==> src/rtl/instr_fetch_pkg.sv <==
// Shared definitions for the instruction fetch sequencer.
//   fetch_state_t : 2-bit fetch FSM state encoding (IDLE/ISSUE/WAIT/HOLD)
//   ADDR_W_DEF    : default PC / instruction-memory address width
//   INSTR_W_DEF   : default instruction word width
//   NOP_INSTR     : instruction register contents after reset
package instr_fetch_pkg;

  localparam int ADDR_W_DEF  = 16;
  localparam int INSTR_W_DEF = 16;

  localparam logic [15:0] NOP_INSTR = 16'h0000;

  typedef enum logic [1:0] {
    IDLE  = 2'd0,
    ISSUE = 2'd1,
    WAIT  = 2'd2,
    HOLD  = 2'd3
  } fetch_state_t;

endpackage

==> src/rtl/instr_fetch_wait_cnt.sv <==
// Memory read latency counter for the fetch sequencer.
//   clk, rst_n : clock, asynchronous active-low reset
//   load       : start a new read; counter becomes 1
//   inc        : advance the counter by one
//   done       : counter has reached MEM_LAT (read data is valid this cycle)
module fetch_wait_cnt
  import instr_fetch_pkg::*;
#(
  parameter int MEM_LAT = 1
) (
  input  logic clk,
  input  logic rst_n,
  input  logic load,
  input  logic inc,
  output logic done
);

  localparam int CNT_W = $clog2(MEM_LAT + 1);
  localparam logic [CNT_W-1:0] LAT = CNT_W'(MEM_LAT);

  logic [CNT_W-1:0] cnt;

  always_ff @(posedge clk or negedge rst_n) begin
    if (!rst_n) begin
      cnt <= '0;
    end else if (load) begin
      cnt <= CNT_W'(1);
    end else if (inc) begin
      cnt <= cnt + CNT_W'(1);
    end
  end

  assign done = (cnt == LAT);

endmodule

==> src/rtl/instr_fetch.sv <==
// Instruction fetch sequencer sitting in front of the incrementable PC
// register. Issues instruction-memory reads at the current PC, captures the
// returned word into the instruction register and offers it to the decoder
// with a valid/ready handshake. Branches load the PC and cancel any read in
// flight.
//
// Optional build macro: INSTR_FETCH_PERF_CNT_EN adds fetch/stall counters.
//
// Ports:
//   clk, rst_n                 clock, asynchronous active-low reset
//   fetch_en                   run enable from control
//   pc_in                      current PC register value
//   pc_inc_en                  PC increment strobe
//   pc_write_en, pc_load_val   PC load strobe and value (branch target)
//   branch_en, branch_target   single-cycle branch request and destination
//   imem_addr, imem_rd_en      instruction-memory read request
//   imem_data                  instruction-memory read data
//   ir_out, ir_valid, ir_ready instruction register and decoder handshake
//   fetch_cnt, stall_cnt       (perf build only) completed handshakes and
//                              cycles with ir_valid=1, ir_ready=0
module instr_fetch
  import instr_fetch_pkg::*;
#(
  parameter int ADDR_W  = ADDR_W_DEF,
  parameter int INSTR_W = INSTR_W_DEF,
  parameter int MEM_LAT = 1
) (
  input  logic               clk,
  input  logic               rst_n,
  input  logic               fetch_en,
  input  logic [ADDR_W-1:0]  pc_in,
  output logic               pc_inc_en,
  output logic               pc_write_en,
  output logic [ADDR_W-1:0]  pc_load_val,
  input  logic               branch_en,
  input  logic [ADDR_W-1:0]  branch_target,
  output logic [ADDR_W-1:0]  imem_addr,
  output logic               imem_rd_en,
  input  logic [INSTR_W-1:0] imem_data,
  output logic [INSTR_W-1:0] ir_out,
  output logic               ir_valid,
  input  logic               ir_ready
`ifdef INSTR_FETCH_PERF_CNT_EN
  ,
  output logic [31:0]        fetch_cnt,
  output logic [31:0]        stall_cnt
`endif
);

  fetch_state_t state, state_n;
  logic         flush;
  logic         wait_done;
  logic         issue_go;
  logic         capture;
  logic         hold_exit;

  // A branch in the ISSUE cycle takes the PC write port, so the read and the
  // increment are held back until the next cycle.
  assign issue_go  = (state == ISSUE) && !branch_en;
  // A branch arriving in the data-return cycle wins over the capture.
  assign capture   = (state == WAIT) && wait_done && !flush && !branch_en;
  // HOLD is left either by the decoder taking the word or by a branch.
  assign hold_exit = (state == HOLD) && (ir_ready || branch_en);

  fetch_wait_cnt #(
    .MEM_LAT (MEM_LAT)
  ) u_wait_cnt (
    .clk   (clk),
    .rst_n (rst_n),
    .load  (issue_go),
    .inc   ((state == WAIT) && !wait_done),
    .done  (wait_done)
  );

  // ---- state register ----
  always_ff @(posedge clk or negedge rst_n) begin
    if (!rst_n) begin
      state <= IDLE;
    end else begin
      state <= state_n;
    end
  end

  // ---- next-state logic ----
  always_comb begin
    state_n = state;
    case (state)
      IDLE: begin
        if (fetch_en && !branch_en) begin
          state_n = ISSUE;
        end
      end
      ISSUE: begin
        if (!branch_en) begin
          state_n = WAIT;
        end
      end
      WAIT: begin
        if (wait_done) begin
          if (flush || branch_en) begin
            state_n = fetch_en ? ISSUE : IDLE;
          end else begin
            state_n = HOLD;
          end
        end
      end
      HOLD: begin
        if (hold_exit) begin
          state_n = fetch_en ? ISSUE : IDLE;
        end
      end
      default: state_n = IDLE;
    endcase
  end

  // ---- output logic ----
  // The branch strobe is qualified by rst_n so every output reads zero while
  // reset is held, even if a branch request is present.
  always_comb begin
    imem_rd_en  = issue_go;
    pc_inc_en   = issue_go;
    imem_addr   = issue_go ? pc_in : '0;
    pc_write_en = branch_en && rst_n;
    pc_load_val = (branch_en && rst_n) ? branch_target : '0;
  end

  // ---- instruction register and flush flag ----
  always_ff @(posedge clk or negedge rst_n) begin
    if (!rst_n) begin
      ir_out   <= INSTR_W'(NOP_INSTR);
      ir_valid <= 1'b0;
      flush    <= 1'b0;
    end else begin
      if (capture) begin
        ir_out   <= imem_data;
        ir_valid <= 1'b1;
      end else if (hold_exit) begin
        ir_valid <= 1'b0;
      end
      // The flag marks the outstanding read as stale; it is consumed when
      // that read's data arrives.
      if (state == WAIT) begin
        if (wait_done) begin
          flush <= 1'b0;
        end else if (branch_en) begin
          flush <= 1'b1;
        end
      end
    end
  end

`ifdef INSTR_FETCH_PERF_CNT_EN
  always_ff @(posedge clk or negedge rst_n) begin
    if (!rst_n) begin
      fetch_cnt <= '0;
      stall_cnt <= '0;
    end else begin
      if (ir_valid && ir_ready) begin
        fetch_cnt <= fetch_cnt + 32'd1;
      end
      if (ir_valid && !ir_ready) begin
        stall_cnt <= stall_cnt + 32'd1;
      end
    end
  end
`endif

endmodule

==> config.mk <==
export PLATFORM = sky130hd
export DESIGN_NAME = instr_fetch
export DESIGN_NICKNAME = d
export VERILOG_FILES = /design/src/rtl/instr_fetch_pkg.sv /design/src/rtl/instr_fetch_wait_cnt.sv /design/src/rtl/instr_fetch.sv
export SDC_FILE = /design/constraint.sdc
export NUM_CORES = 1
export LEC_CHECK = 0
export ABC_AREA = 1
export BUFFER_PORTS_ARGS = -buffer_cell sky130_fd_sc_hd__buf_2
export CORE_ASPECT_RATIO = 0.8
export CORE_UTILIZATION = 34
export DETAILED_ROUTE_END_ITERATION = 7
export HOLD_SLACK_MARGIN = 0.03
export PLACE_DENSITY = 0.86
export SLEW_MARGIN = 5
export SYNTH_ARGS = -nofsm -noshare
export SYNTH_HDL_FRONTEND = slang
export SYNTH_HIERARCHICAL = 1
export SYNTH_SLANG_ARGS = --single-unit
==> constraint.sdc <==
create_clock -name clk -period 1.3 [get_ports clk]
set_input_delay 0.13 -clock clk [delete_from_list [all_inputs] [get_ports clk]]
set_output_delay 0.13 -clock clk [all_outputs]
set_load 0.05 [all_outputs]
Word-level counts from Yosys, hierarchy flattened

Cells that the tools add are included.

Flip-flop bits (word level): 21
Bits of input ports: 53

Add/sub/neg operators: 1
Equality and inequality tests: 7
Mux-type cells: 15
Reduce and logical (&&, ||, !) cells: 19

Operators with widths:

| operator                                               | number |
|---|---|
| 2-to-1 mux 16 bit                                      | 2 |
| 2-to-1 mux 2 bit                                       | 5 |
| logical AND 1 bit                                      | 8 |
| case mux 2 bit (4 select lines)                        | 1 |
| 2-to-1 mux 1 bit                                       | 7 |
| inequality test 2 bit (second input constant)          | 3 |
| nonzero test 2 bit                                     | 3 |
| == test 2 bit (second input constant)                  | 2 |
| AND reduction 4 bit                                    | 1 |
| logical NOT 1 bit                                      | 3 |
| == test 2 x 1 -> 1 bit (second input constant)         | 1 |
| logical NOT 2 bit                                      | 1 |
| logical OR 1 bit                                       | 2 |
| inequality test 2 x 1 -> 1 bit (second input constant) | 1 |
| AND reduction 2 bit                                    | 1 |
| adder 1 bit (second input constant)                    | 1 |

Depth between registers and ports, before layout

Word-level depth: 5
Gate-level depth with buffers: 8
Mapped depth without buffers: 7

By module

Netlist, hierarchy kept.

By module, submodules not included:

| module         | instances | cells each | area an instance (µm²) |
|---|---|---|---|
| instr_fetch    | 1         | 182        | 1183.6 |
| fetch_wait_cnt | 1         | 7          | 48.8 |

Least setup slack after synthesis

Ideal clock, no wire load.

Path kind: reg2out
Start: reg state[1]
End: out imem_addr[10]
Arrival: 2474 ps
Data required time: 1170 ps
Slack: -1304 ps
Cell stages (with the launch flop): 7
Buffers on the path: 1
Cell sequence: dfrtp_1 inv_2 nand2_1 nor2_1 inv_1 buf_2 nor2_1

Longest elaborated chain between the ends: 3

Ends and longest elaborated chain:

| element                | line               | source |
|---|---|---|
| start, declared        | instr_fetch.sv:50  | `fetch_state_t state, state_n;` |
| start signal, assigned | instr_fetch.sv:80  | `state <= state_n;` |
| == test 2 x 1 -> 1 bit | instr_fetch.sv:59  | `assign issue_go = (state == ISSUE) && !branch_en;` |
| logical AND 1 bit      | instr_fetch.sv:59  |  |
| via imem_rd_en         | instr_fetch.sv:38  | `output logic imem_rd_en,` |
| 2-to-1 mux 16 bit      | instr_fetch.sv:122 | `imem_addr = issue_go ? pc_in : '0;` |
| end, declared          | instr_fetch.sv:37  | `output logic [ADDR_W-1:0] imem_addr,` |

The timed path passes the listed nets, and every way through them passes these cells.

Final worst setup path

Start: reg state[1]
End: out imem_addr[2]

Longest elaborated chain between the ends: 3

Ends and longest elaborated chain:

| element                | line |
|---|---|
| == test 2 x 1 -> 1 bit | instr_fetch.sv:59 |
| logical AND 1 bit      | instr_fetch.sv:59 |
| 2-to-1 mux 16 bit      | instr_fetch.sv:122 |

Every way passes these cells.

==> results.sh <==
export IMPL_outcome="finished, violations left"
export IMPL_violations="negative setup slack"
export IMPL_synth_top_cells_by_area="dfrtp_1 (43%), nand2_1 (16%), inv_1 (13%), nor2_1 (11%), nand3_1 (7.7%)"
export IMPL_die_area_um2=3871
export IMPL_worst_slack_ns=-0.1818
export IMPL_synth_cells=189
export IMPL_cp_start_kind="flop"
export IMPL_drt_first_pass_iters=4
export IMPL_ys_seq_area_frac=0.4264
export IMPL_grt_total_usage=0.1844
export IMPL_synth_compound_area_frac=0.02640
export IMPL_synth_warning_count=6
export IMPL_syn_area_per_cell_um2=6.521
export IMPL_grt_max_degree=22
export IMPL_design_area_um2=2330
export IMPL_fin_crit_ns=1.482
export IMPL_grt_ovfl_total=0
export IMPL_root_buffer="clkbuf_8"
export IMPL_clkPwrFrac=0.086
export IMPL_p_total_mw=4.840
export IMPL_highest_layer="met4"
export IMPL_drt_iter0_drc=53
export IMPL_setup_violations=35
export IMPL_hp_class="in -> reg"
export IMPL_synthSimpleGateAreaFrac=0.3726
export IMPL_clkLatencyLatePin_ns=0.26
export IMPL_gp_congestion=0.7923
export IMPL_period_share=1.140
export IMPL_core_area_um2=3447
export IMPL_power_density_nw_per_um2=2078
export IMPL_diodes=0
export IMPL_drt_total_wl_um=3822
export IMPL_synth_fa_ha_area_frac=0
export IMPL_drc=0
export IMPL_syn2layout_area_growth_pct=89.04
export IMPL_muxShareOfSynthArea=0
export IMPL_power_switching_mw=2.659
export IMPL_nets=362
export IMPL_dp_slack_ns=0.007994
export IMPL_hold_ws_ns=0.1009
export IMPL_required_ns=1.17
export IMPL_dp_cells=337
export IMPL_hold_viol=0
export IMPL_clk_pin_slew_worst_paths_ns=0.07
export IMPL_cts_inserted_buffers=3
export IMPL_grt_pass1_wl_um=5775
export IMPL_worstMarginPinSlew_ns=0.4062
export IMPL_pin_count=105
export IMPL_p_int_mw=2.182
export IMPL_p_leak_nw=1.419
export IMPL_antenna_found_initial=0
export IMPL_layout_drive_gt1_share=0.5519
export IMPL_endpoint_kind="primary output"
export IMPL_crit_fanout=16
export IMPL_place_area_um2=1988
export IMPL_die_w_um=69.31
export IMPL_met1_length_um=1581
export IMPL_drv_slew=0
export IMPL_syn_nets=242
export IMPL_fmax_mhz=674.9
export IMPL_ant_nets=0
export IMPL_io_buffers=104
export IMPL_grt_setup_unrepaired="true"
export IMPL_synth_xor_area_frac=0
export IMPL_synth_top_family_by_area="simple AND/OR/NAND/NOR gates"
export IMPL_swShare=0.5493
export IMPL_fin_setup_tns_ns=-4.067
export IMPL_routedWlPerCell_um=10.92
export IMPL_arrival_ns=1.35
export IMPL_final_cells=350
export IMPL_cts_buffer_depth=2
export IMPL_start_util=0.3575
export IMPL_p_seq_frac=0.227
export IMPL_synth_cell_types=16
export IMPL_syn_area_um2=1232
export IMPL_timing_slew_headroom=0.7286
export IMPL_fin_util=0.6759
export IMPL_cts_tree="yes"
export IMPL_p_comb_frac=0.686
export IMPL_cts_num_sinks=21
export IMPL_h_tree_depth=1
export IMPL_met3_length_um=158
export IMPL_wl_met2_um=2020
export IMPL_path_class="reg -> out"
export IMPL_grt_pass1_vias=1416
export IMPL_synth_top_area_share=0.4264
export IMPL_vias=1551
export IMPL_ir_worst_vdd_v=0.0008726
export IMPL_die_h_um=55.85
export IMPL_ff2ff_setup_slack_ns=-0.14
export IMPL_maxCapViolCount=0
export IMPL_rows=19
export IMPL_ys_ff_latch=21
export IMPL_dpl_hpwl_um=2616
export IMPL_avgViaCountPerCell=4.431
export IMPL_synth_area_leader_cell="dfrtp_1"
export IMPL_fin_skew_ns=0.004222
-- what timing repair did --
action,4_1_cts,5_1_grt
hold buffers,1,0
cloned,0,3
gates resized for setup,39,27
pin swaps,1,4
hold endpoints to repair,21,0
buffers inserted,0,6
endpoints found under the setup margin,18,33
-- placed cells by master, fill, tap and decap left out --
cell type,count
o21bai_1,1
a21oi_1,2
o21ai_0,2
dfrtp_1,21
buf_6,22
nand2_1,43
nand2_8,2
nand3_2,5
nor2_2,11
nand3_1,14
buf_12,1
buf_8,2
nand2_2,7
inv_1,42
buf_2,86
clkinv_2,1
dlygate4sd3_1,1
clkbuf_8,3
nor3_4,1
buf_4,9
nor2_4,16
inv_8,1
o21ai_1,1
inv_2,1
nor2_1,11
nand2_4,2
-- worst max-delay path, stage by stage (launching register included) --
cell and delay, ns:
dfrtp_1 0.39, inv_2 0.08, nand2_4 0.06, nor2_4 0.16, inv_8 0.11, nor2_2 0.12, buf_6 0.17
-- final cells by class --
type / count / area, um2
fillers: 270 / 1117
repair buffers: 121 / 805.8
multi-input cells: 118 / 726.9
flip-flops and latches: 21 / 525.5
inverters: 44 / 172.7
well taps: 42 / 52.55
clock buffers: 3 / 41.29
clock inverters: 1 / 5.005
-- synthesized netlist by cell type --
library cell	number
a21oi_1	2
dfrtp_1	21
o21ai_0	3
nand2_4	1
inv_2	1
nor3_4	1
buf_2	4
nand2_1	51
inv_1	43
nor2_2	1
o21bai_1	1
buf_6	1
buf_4	2
nand3_1	19
nor2_1	37
clkbuf_1	1
-- power groups by stage --
| stage | Combinational, mW | Clock (mW) | Sequential (mW) |
|---|---|---|---|
| finish | 3.32 | 0.419 | 1.10 |
| global route | 3.54 | 0.455 | 1.13 |
| CTS | 2.97 | 0.424 | 1.07 |
| detailed placement | 2.80 | 0 | 1.08 |
| global placement | 2.75 | 0 | 1.08 |
| floorplan | 1.33 | 0 | 1.91 |
-- cells by family after synthesis --
logic type	Yosys count
AO/OA/AOI/OAI	6
buffers and inverters	52
flip-flops	21
AND/OR/NAND/NOR	110
-- metal layers --
metal,GRT usage,vias up
met5,0,-
met3,0.04891,8
met2,0.3398,45
met4,0.05539,0
met1,0.2079,709
li1,-,789
-- sequential cells by signal, indices dropped and copies added, names as in the netlist --
name             flops
flush                1
state                2
ir_out              16
u_wait_cnt/done      1
ir_valid             1
-- worst paths after layout --
path,from,to,depth (start not counted)
setup / recovery,state[1]$_DFFE_PN0P_,imem_addr[2],6
hold / removal,imem_data[0],ir_out[0]$_DFFE_PN0P_,3
setup reg to reg,state[0]$_DFFE_PN0P_,ir_out[1]$_DFFE_PN0P_,7
hold reg to reg,ir_out[9]$_DFFE_PN0P_,ir_out[9]$_DFFE_PN0P_,2
max in group asynchronous,rst_n,ir_out[12]$_DFFE_PN0P_,3
min in group asynchronous,rst_n,ir_out[1]$_DFFE_PN0P_,3
(Power assumes the default switching activity.)
